## config.mk

```make
export PLATFORM = sky130hd
export DESIGN_NAME = mem_bus_ctrl
export DESIGN_NICKNAME = d
export VERILOG_FILES = /design/src/rtl/mem_bus_pkg.sv /design/src/rtl/mem_lane_codec.sv /design/src/rtl/mem_bus_ctrl.sv
export SDC_FILE = /design/constraint.sdc
export NUM_CORES = 1
export LEC_CHECK = 0
export ABC_AREA = 1
export CORE_AREA = 2 2 126 128
export DETAILED_ROUTE_END_ITERATION = 10
export DIE_AREA = 0 0 128 130
export GPL_ROUTABILITY_DRIVEN = 1
export GPL_TIMING_DRIVEN = 0
export PLACE_DENSITY = 0.76
export SLEW_MARGIN = 20
export SYNTH_ARGS = -nofsm -noshare
export SYNTH_HDL_FRONTEND = slang
export SYNTH_SLANG_ARGS = --single-unit
```

## constraint.sdc

```tcl
create_clock -name clk -period 1.8 [get_ports clk]
set_input_delay 0.18 -clock clk [delete_from_list [all_inputs] [get_ports clk]]
set_output_delay 0.18 -clock clk [all_outputs]
set_load 0.005 [all_outputs]
```

## src/rtl/mem_bus_pkg.sv

```systemverilog
// Shared encodings for the multi-bank memory bus controller: access sizes,
// fault codes, controller states and the default bank map.
package mem_bus_pkg;

  localparam logic [1:0] SZ_WORD = 2'd0;
  localparam logic [1:0] SZ_HALF = 2'd1;
  localparam logic [1:0] SZ_BYTE = 2'd2;

  localparam logic [1:0] FLT_NONE    = 2'd0;
  localparam logic [1:0] FLT_ADDR    = 2'd1;
  localparam logic [1:0] FLT_TIMEOUT = 2'd2;

  // Bank 0 sits in the low word: data RAM, I/O, VGA text RAM.
  localparam logic [95:0] DEFAULT_BANK_BASE = {32'h0000B800, 32'h7FFF0000, 32'h10010000};

  typedef enum logic [2:0] {
    ST_IDLE  = 3'd0,
    ST_ISSUE = 3'd1,
    ST_WAIT  = 3'd2,
    ST_DONE  = 3'd3,
    ST_FAULT = 3'd4
  } state_e;

endpackage

```

## src/rtl/mem_lane_codec.sv

```systemverilog
// Little-endian byte-lane codec: store lane placement/enables and load
// lane extraction with sign or zero extension. Purely combinational.
module mem_lane_codec
  import mem_bus_pkg::*;
(
  input  logic [1:0]  size_i,
  input  logic [1:0]  off_i,
  input  logic        zext_i,
  input  logic [31:0] wdata_i,
  input  logic [31:0] rword_i,
  output logic [3:0]  be_o,
  output logic [31:0] lane_wdata_o,
  output logic [31:0] load_data_o
);

  logic [7:0]  byte_s;
  logic [15:0] half_s;

  assign byte_s = rword_i[{off_i, 3'b000} +: 8];
  assign half_s = off_i[1] ? rword_i[31:16] : rword_i[15:0];

  // Lane encode for stores and lane extract/extend for loads.
  always_comb begin
    be_o         = 4'b0000;
    lane_wdata_o = 32'h0000_0000;
    load_data_o  = 32'h0000_0000;
    case (size_i)
      SZ_WORD: begin
        be_o         = 4'b1111;
        lane_wdata_o = wdata_i;
        load_data_o  = rword_i;
      end
      SZ_HALF: begin
        be_o         = off_i[1] ? 4'b1100 : 4'b0011;
        lane_wdata_o = off_i[1] ? {wdata_i[15:0], 16'h0000} : {16'h0000, wdata_i[15:0]};
        load_data_o  = {{16{~zext_i & half_s[15]}}, half_s};
      end
      SZ_BYTE: begin
        be_o         = 4'b0001 << off_i;
        lane_wdata_o = {24'h00_0000, wdata_i[7:0]} << {off_i, 3'b000};
        load_data_o  = {{24{~zext_i & byte_s[7]}}, byte_s};
      end
      default: begin
        be_o         = 4'b0000;
        lane_wdata_o = 32'h0000_0000;
        load_data_o  = 32'h0000_0000;
      end
    endcase
  end

endmodule

```

## src/rtl/mem_bus_ctrl.sv

```systemverilog
// Request/acknowledge bus controller between the core and its memory-mapped
// banks; stalls the core per access and latches sticky address/timeout faults.
module mem_bus_ctrl
  import mem_bus_pkg::*;
#(
  parameter int                       NUM_BANKS = 3,
  parameter int                       BANK_BITS = 13,
  parameter logic [32*NUM_BANKS-1:0]  BANK_BASE = DEFAULT_BANK_BASE,
  parameter int                       TIMEOUT   = 15
) (
  input  logic                      clk,
  input  logic                      rst,
  input  logic                      cpu_re,
  input  logic                      cpu_we,
  input  logic [31:0]               cpu_addr,
  input  logic [31:0]               cpu_wdata,
  input  logic [1:0]                cpu_size,
  input  logic                      cpu_zext,
  output logic [31:0]               cpu_rdata,
  output logic                      cpu_stall,
  output logic [1:0]                cpu_fault,
  output logic [NUM_BANKS-1:0]      bank_req,
  output logic [3:0]                bank_we,
  output logic [BANK_BITS-3:0]      bank_addr,
  output logic [31:0]               bank_wdata,
  input  logic [32*NUM_BANKS-1:0]   bank_rdata,
  input  logic [NUM_BANKS-1:0]      bank_ack
);

  localparam int IDX_W = (NUM_BANKS > 1) ? $clog2(NUM_BANKS) : 1;
  localparam int CNT_W = $clog2(TIMEOUT + 1);

  state_e               state_q, state_d;
  logic [IDX_W-1:0]     idx_q, hit_idx_s;
  logic [NUM_BANKS-1:0] match_s;
  logic                 hit_s, access_s, bad_s, accept_s, ack_sel_s;
  logic                 load_q, zext_q;
  logic [1:0]           size_q, off_q, fault_q, fault_d;
  logic [1:0]           codec_size_s, codec_off_s;
  logic [CNT_W-1:0]     cnt_q, cnt_d;
  logic [31:0]          rdata_q, rdata_d, bank_wdata_q, lane_wdata_s, load_data_s, rword_s;
  logic [3:0]           bank_we_q, be_s;
  logic [BANK_BITS-3:0] bank_addr_q;

  // Address decode; the lowest matching bank index wins.
  always_comb begin
    match_s   = '0;
    hit_idx_s = '0;
    for (int i = 0; i < NUM_BANKS; i++) begin
      match_s[i] = (cpu_addr[31:BANK_BITS] == BANK_BASE[32*i+BANK_BITS +: 32-BANK_BITS]);
    end
    for (int i = NUM_BANKS - 1; i >= 0; i--) begin
      hit_idx_s = match_s[i] ? IDX_W'(i) : hit_idx_s;
    end
  end

  assign hit_s    = |match_s;
  assign access_s = cpu_re | cpu_we;
  assign bad_s    = ~hit_s | (cpu_re & cpu_we) | (cpu_size == 2'd3)
                  | ((cpu_size == SZ_HALF) & cpu_addr[0])
                  | ((cpu_size == SZ_WORD) & (cpu_addr[1:0] != 2'b00));

  // One codec serves both directions: live CPU fields while idle, latched ones afterwards.
  assign codec_size_s = (state_q == ST_IDLE) ? cpu_size : size_q;
  assign codec_off_s  = (state_q == ST_IDLE) ? cpu_addr[1:0] : off_q;
  assign rword_s      = bank_rdata[32*idx_q +: 32];
  assign ack_sel_s    = bank_ack[idx_q];

  mem_lane_codec u_codec (
    .size_i       (codec_size_s),
    .off_i        (codec_off_s),
    .zext_i       (zext_q),
    .wdata_i      (cpu_wdata),
    .rword_i      (rword_s),
    .be_o         (be_s),
    .lane_wdata_o (lane_wdata_s),
    .load_data_o  (load_data_s)
  );

  // Next-state logic, wait counter, sticky fault and load capture.
  always_comb begin
    state_d  = state_q;
    cnt_d    = cnt_q;
    fault_d  = fault_q;
    rdata_d  = rdata_q;
    accept_s = 1'b0;
    case (state_q)
      ST_IDLE: begin
        if (access_s && bad_s) begin
          state_d = ST_FAULT;
          fault_d = FLT_ADDR;
        end else if (access_s) begin
          state_d  = ST_ISSUE;
          accept_s = 1'b1;
        end else begin
          state_d = ST_IDLE;
        end
      end
      ST_ISSUE: begin
        cnt_d = '0;
        if (ack_sel_s) begin
          state_d = ST_DONE;
          rdata_d = load_q ? load_data_s : rdata_q;
        end else begin
          state_d = ST_WAIT;
        end
      end
      ST_WAIT: begin
        // An ack on the final counted cycle still wins over the timeout.
        if (ack_sel_s) begin
          state_d = ST_DONE;
          rdata_d = load_q ? load_data_s : rdata_q;
        end else if (cnt_q == CNT_W'(TIMEOUT - 1)) begin
          state_d = ST_FAULT;
          fault_d = FLT_TIMEOUT;
        end else begin
          cnt_d = cnt_q + CNT_W'(1);
        end
      end
      ST_DONE:  state_d = ST_IDLE;
      ST_FAULT: state_d = ST_FAULT;
      default:  state_d = ST_IDLE;
    endcase
  end

  // State and access-latch registers.
  always_ff @(posedge clk) begin
    if (rst) begin
      state_q      <= ST_IDLE;
      cnt_q        <= '0;
      fault_q      <= FLT_NONE;
      rdata_q      <= 32'h0000_0000;
      idx_q        <= '0;
      size_q       <= 2'b00;
      off_q        <= 2'b00;
      zext_q       <= 1'b0;
      load_q       <= 1'b0;
      bank_we_q    <= 4'b0000;
      bank_addr_q  <= '0;
      bank_wdata_q <= 32'h0000_0000;
    end else begin
      state_q <= state_d;
      cnt_q   <= cnt_d;
      fault_q <= fault_d;
      rdata_q <= rdata_d;
      if (accept_s) begin
        idx_q        <= hit_idx_s;
        size_q       <= cpu_size;
        off_q        <= cpu_addr[1:0];
        zext_q       <= cpu_zext;
        load_q       <= cpu_re;
        bank_we_q    <= cpu_we ? be_s : 4'b0000;
        bank_addr_q  <= cpu_addr[BANK_BITS-1:2];
        bank_wdata_q <= lane_wdata_s;
      end
    end
  end

  assign cpu_stall  = ((state_q == ST_IDLE) & access_s) | (state_q == ST_ISSUE)
                    | (state_q == ST_WAIT) | (state_q == ST_FAULT);
  assign bank_req   = (state_q == ST_ISSUE) ? (NUM_BANKS'(1) << idx_q) : '0;
  assign cpu_fault  = fault_q;
  assign cpu_rdata  = rdata_q;
  assign bank_we    = bank_we_q;
  assign bank_addr  = bank_addr_q;
  assign bank_wdata = bank_wdata_q;

endmodule

```

# Yosys cells after proc, flatten, opt, wreduce, memory -nomap -nowiden
# Cells that the tools add are included.
[word_totals]
output_inout_bits = 85
register_bits = 96
word_cells = 94
[classes]
addsub = 1
bitwise_logic = 16
n_eq_ne = 16
reduce_logical = 12
magnitude_cmp = 1
n_shift = 5
mux = 31
[op_table]
columns = ["operator", "n"]
rows = [
  ["$pmux 32 s3", 2],
  ["$shiftx 96x8->32", 1],
  ["$mux 32", 1],
  ["$shiftx 32x6->8", 1],
  ["$shl 8x5->32", 1],
  ["$eq 19x16->1 const B", 1],
  ["$eq 19x18->1 const B", 1],
  ["$eq 19x3->1 const B", 1],
  ["$mux 16", 1],
  ["$mux 2", 8],
  ["$mux 4", 4],
  ["$mux 3", 4],
  ["$pmux 3 s4", 1],
  ["$pmux 4 s3", 1],
  ["$or 1x1->1", 8],
  ["$pmux 4 s2", 1],
  ["$and 1x1->1", 6],
  ["$mux 1", 6],
  ["$ne 2x2->1 const B", 3],
  ["$reduce_and 3->1", 2],
  ["$reduce_bool 2->1", 3],
  ["$add 4x1->4 const B", 1],
  ["$eq 2x1->1 const B", 2],
  ["$eq 2x2->1 const B", 2],
  ["other kinds (18)", 20],
]

# Longest topological paths before layout
[logic_depth]
word_depth = 10
mapped_depth = 14
ltp_nobuf = 13

# Cells and area by module
# A second synthesis with hierarchy kept.
[unflattened]
cells_unflattened = 911
area_unflattened_um2 = 5501.5
[by_module_without_submodules]
columns = ["mod", "area_per_inst_um2", "instances", "cells_each"]
rows = [
  ["mem_bus_ctrl", 4436.8, 1, 668],
  ["mem_lane_codec", 1064.8, 1, 243],
]

# Worst setup path before layout
# No wires, ideal clock.
[synth_path]
path_kind = "reg2reg"
start = "register state_q[2]"
end = "register rdata_q[4] (netlist: cpu_rdata[4])"
required_time_ns = 1.668
setup_time_ns = 0.132
path_buffers = 2
stages_incl_launch_ff = 13
arrival_time_ns = 1.602
setup_slack_ns = 0.066
synth_period_minus_slack_ns = 1.734
cell_sequence = "dfxtp_1 -> nor2_4 -> nand2_4 -> buf_6 -> nand2_1 -> o21ai_4 -> o21ai_4 -> buf_2 -> nor2_1 -> a21oi_1 -> nand2_1 -> nand2_1 -> a21oi_1"
[synth_between]
elab_chain_len = 4
elab_cells_between_ends = 13
[synth_rtl]
columns = ["item", "line_no", "text"]
rows = [
  ["from (decl)", "mem_bus_ctrl.sv:33", "state_e state_q, state_d;"],
  ["from (signal assigned)", "mem_bus_ctrl.sv:142", "state_q <= state_d;"],
  ["$logic_not 3->1", "mem_bus_ctrl.sv:64, mem_bus_ctrl.sv:65", ""],
  ["$mux 2, on equally long branches", "mem_bus_ctrl.sv:65, mem_bus_ctrl.sv:64", ""],
  ["$shiftx 32x6->8 (tied with other cells)", "mem_lane_codec.sv:19", "assign byte_s = rword_i[{off_i, 3'b000} +: 8];"],
  ["$pmux 32 s3", "mem_lane_codec.sv:27", "case (size_i)"],
  ["to (signal assigned)", "mem_bus_ctrl.sv:145", "rdata_q <= rdata_d;"],
  ["to (decl)", "mem_bus_ctrl.sv:41", "logic [31:0] rdata_q, rdata_d, bank_wdata_q, lane_wdata_s, load_data_s, rword_s;"],
]
# Several ways; a longest one is shown, not always the timed one.
# A chain may end at the register's enable or synchronous reset.

# Worst setup path in the final report
[layout_path]
start = "register state_q[2]"
end = "register bank_wdata_q[17] (netlist: bank_wdata[17])"
[layout_between]
elab_chain_len = 4
elab_cells_between_ends = 10
[layout_rtl]
columns = ["item", "line_no", "text"]
rows = [
  ["$logic_not 3->1 (*)", "mem_bus_ctrl.sv:64, mem_bus_ctrl.sv:65, mem_bus_ctrl.sv:87", ""],
  ["$mux 2, on equally long branches", "mem_bus_ctrl.sv:65, mem_bus_ctrl.sv:64", ""],
  ["$shl 8x5->32 (tied with other cells)", "mem_lane_codec.sv:40", "lane_wdata_o = {24'h00_0000, wdata_i[7:0]} << {off_i, 3'b000};"],
  ["$pmux 32 s3", "mem_lane_codec.sv:27", ""],
  ["to (signal assigned)", "mem_bus_ctrl.sv:154", "bank_wdata_q <= lane_wdata_s;"],
  ["to (decl)", "mem_bus_ctrl.sv:41", ""],
]
# Every way passes the cells marked *; elsewhere a longest branch is shown, timed or not.

==> run_results.csv <==
group,metric,value,unit
run_status,status,"finished, violations left",
run_status,violations,"setup timing",
routing,firstDrtPassIters,5,
power_and_ir_drop,leakage,0.003846,uW
power_and_ir_drop,p_switching,1685,uW
layout,diodes,0,
global_routing,grt.total_usage,25.79,%
logic_synthesis,synth_compound_area_share,21.27,%
setup_path,rrSetupSlack,-0.19,ns
routing,vias_per_cell,5.193,
logic_synthesis,synthSimpleGateAreaFrac,35.01,%
logic_synthesis,yosysTopAreaCell,"dfxtp_1",
setup_path,required,2.01,ns
logic_synthesis,synthCells,919,
sta,fin_ws,-0.1923,ns
logic_synthesis,ys_types,35,
sta,fmax,501.9,MHz
logic_synthesis,seq_area_frac_synth,33.78,%
layout,multi_input_area,3721,um^2
setup_path,reg2reg_to,"bank_wdata[17]$_SDFFE_PP0P_",
setup_path,reg2reg_depth,12,
setup_path,slowest_stage,"dfxtp_4",
sta,hold_slack,0.4229,ns
routing,ant_nets,0,
logic_synthesis,synth_area_leaders,"dfxtp_1, nand2_1, a21oi_1",
sta,finalHoldViolCount,0,
worst_hold_path,hold_path.class,"primary input to register",
logic_synthesis,synth_top_area_share,33.78,%
worst_hold_path,holdPathStages,3,
global_routing,grt_max_degree,19,
power_and_ir_drop,seqPwrFrac,37.3,%
die,die_y,130,um
clocking,cts_root_buf,"clkbuf_16",
die,rows,46,
die,core,15420,um^2
setup_path,path_max_fanout,8,
die,pin_count,255,
power_and_ir_drop,p_clk_share,35.2,%
clocking,cts_tree,"yes",
logic_synthesis,synth_area_per_cell,6.191,um^2
logic_synthesis,ys.warnings.count,0,
layout,final_common_cell,"nand2_1",
routing,drt_wl_total,23.47,mm
layout,syn2layout_area_growth,72.51,%
layout,fill_cells,1388,
setup_path,crit_path_start_kind,"register",
die,start_util,36.88,%
layout,drive_gt1_share,17.82,%
sta,rsz0062_at_grt,"true",
sta,tightest_slew,0.6801,ns
logic_synthesis,synth_top_family_by_area,"simple AND/OR/NAND/NOR gates",
setup_path,slowest_delay,0.36,ns
setup_path,crit_path_end_kind,"register",
setup_path,critPathBufInv,4,
logic_synthesis,syn-num-nets,1091,
global_routing,grt_antenna_before_repair,0,
routing,num_vias,7379,
setup_path,worstReg2RegStart,"state_q[2]$_SDFFE_PP0P_",
sta,final_max_slew_viol_count,0,
setup_path,cpMostUsedCell,"buf_12",
run,drv_cap,0,
clocking,cts_buffers,9,
layout,regArea,1936,um^2
global_routing,overflow,0,
global_routing,grt_pass1_vias,6802,
routing,detail_route.iter0.violations,567,
placed_design,io_buffers,254,
setup_path,path_delay_family,"buffers and inverters",
power_and_ir_drop,swShare,29.51,%
placed_design,dp_cells,1365,
setup_path,path_cells,"nor2_4 > nand2_4 > buf_12 > o21ai_4 > buf_12 > nor2_8 > buf_12 > a21oi_4 > buf_12 > o21ai_2 > nand2_1 > a21oi_2",
sta,setup_viol_count_final,64,
die,dieWidth,128,um
clocking,cts_sinks,96,
power_and_ir_drop,p_int,4024,uW
routing,drc,0,
logic_synthesis,synth_xor_area_share,0.3079,%
clocking,path_clk_slew,0.07,ns
placed_design,gp_congestion,0.9039,
layout,layout.nets,1396,
sta,period_minus_slack,1.992,ns
setup_path,critPathKind,"register to register",
power_and_ir_drop,ir_drop,0.0007486,V
die,die-area,16640,um^2
setup_path,arrival,2.20,ns
worst_hold_path,hold_end,"bank_wdata[2]$_SDFFE_PP0P_",
logic_synthesis,yosys-mux-area-fraction,0,%
clocking,cts_hold_buf,0,
global_routing,grt_pass1_wl,33.90,mm
layout,stdcell_count,1421,
power_and_ir_drop,p_per_area,581.7,nW/um^2
worst_hold_path,min_from,"cpu_wdata[2]",
placed_design,hpwl,16.91,mm
logic_synthesis,syn_area,5689,um^2
sta,timing.final.crit_share,110.7,%
routing,wire_per_inst,16.51,um
sta,setup_tns,-6.386,ns
sta,relSlewSlack,54.66,%
layout,mostFrequentLayoutCells,"nand2_1, clkdlybuf4s50_1, dfxtp_1",
power_and_ir_drop,comb_power_share,27.5,%
clocking,insertion_delay,0.35,ns
clocking,cts_buffer_depth,2,
logic_synthesis,ys_ff_latch,96,
clocking,cts_max_level,3,
sta,fin_skew,0.008856,ns
logic_synthesis,synthAdderAreaFrac,0.4399,%
==> tightest hold or removal path, delay by kind of cell <==
family,cells,cell delay [ns]
compound gates,1,0.05
buf+inv,1,0.43
simple gates,1,0.07
==> state kept, by name, indices dropped and copies added, names as in the netlist <==
| register | count |
|---|---|
| cpu_fault | 2 |
| zext_q | 1 |
| bank_addr | 11 |
| off_q | 2 |
| idx_q | 2 |
| cpu_rdata | 32 |
| load_q | 1 |
| size_q | 2 |
| cnt_q | 4 |
| bank_wdata | 32 |
| bank_we | 4 |
| state_q | 3 |
==> cell type report <==
| class | instances | area share, % |
|---|---|---|
| multi-input cells | 701 | 37.91 |
| repair buffers | 294 | 30.05 |
| flip-flops and latches | 96 | 19.72 |
| plain buffers | 47 | 3.697 |
| inverters | 75 | 3.021 |
| well taps | 192 | 2.448 |
| clock buffers | 9 | 2.295 |
| clock inverters | 7 | 0.8542 |
==> power by group through the flow <==
stage | Sequential, uW | Clock, uW | Combinational [uW]
final | 2130 | 2010 | 1570
after global routing | 2130 | 2130 | 1670
after CTS | 2130 | 2040 | 1340
after detailed placement | 2180 | 0 | 1160
after global placement | 2180 | 0 | 1150
after floorplan | 2180 | 0 | 585
==> worst max path at each step <==
stage / startpoint / to / slack, ns / cells past startpoint
after detailed placement: idx_q[1]$_SDFFE_PP0P_ / cpu_rdata[29]$_SDFFE_PP0P_ / -0.55 / 11
after global placement: cpu_size[0] / state_q[0]$_SDFFE_PP0P_ / -0.53 / 8
final: state_q[2]$_SDFFE_PP0P_ / bank_wdata[17]$_SDFFE_PP0P_ / -0.19 / 12
after CTS: state_q[2]$_SDFFE_PP0P_ / bank_req[0] / -0.08 / 4
after global routing: state_q[2]$_SDFFE_PP0P_ / bank_wdata[17]$_SDFFE_PP0P_ / -0.27 / 12
after floorplan: state_q[2]$_SDFFE_PP0P_ / cpu_rdata[4]$_SDFFE_PP0P_ / 0.07 / 12
==> layer usage <==
| layer | GRT usage [%] | part of all wire [%] | up-vias |
|---|---|---|---|
| met3 | 6.109 | 6.7 | 81 |
| met2 | 45.93 | 49 | 319 |
| met1 | 30.41 | 40 | 3383 |
| li1 | - | - | 3596 |
| met5 | 0 | 0 | - |
| met4 | 9.244 | 4.3 | 0 |
==> what timing repair did <==
item / in CTS / in global routing
pin swaps: 13 / 33
endpoints found under the setup margin: 94 / 84
setup buffers: 21 / 13
endpoints found under the hold margin: 0 / 0
cloned: 2 / 6
resized for setup: 116 / 106
==> synth_stat cells, drive strengths merged <==
master,instances
nand2,317
o21ai,104
a21oi,101
dfxtp,96
nor2,85
inv,75
nand3,48
buf,27
clkbuf,22
nor3,10
o22ai,8
nand4,5
o21a,5
or2,4
o221ai,3
a22oi,2
ha,2
a31oi,1
and3,1
nand3b,1
xnor2,1
xor2,1
==> per-stage QoR <==
| step | instance area (um^2) | utilization (%) | total power, uW | worst slack [ns] |
|---|---|---|---|---|
| after floorplan | 5689 | - | 2768 | 0.06557 |
| after global placement | 8472 | 54.92 | 3335 | -0.5300 |
| after detailed placement | 8472 | 54.92 | 3343 | -0.5454 |
| after CTS | 9288 | 60.21 | 5511 | -0.07831 |
| after global routing | 9814 | 63.63 | 5923 | -0.2748 |
| final | 9814 | 63.63 | 5709 | -0.1923 |
==> cells by family (layout without fill, tap and decap cells) <==
kind of cell             after synthesis  in the layout
AND/OR/NAND/NOR                      471            473
adder cells (fa/ha/maj)                2              2
flip-flops                            96             96
AO/OA/AOI/OAI                        224            224
XOR/XNOR                               2              2
buffers and inverters                124            432
Power figures use the tool's default switching activity.
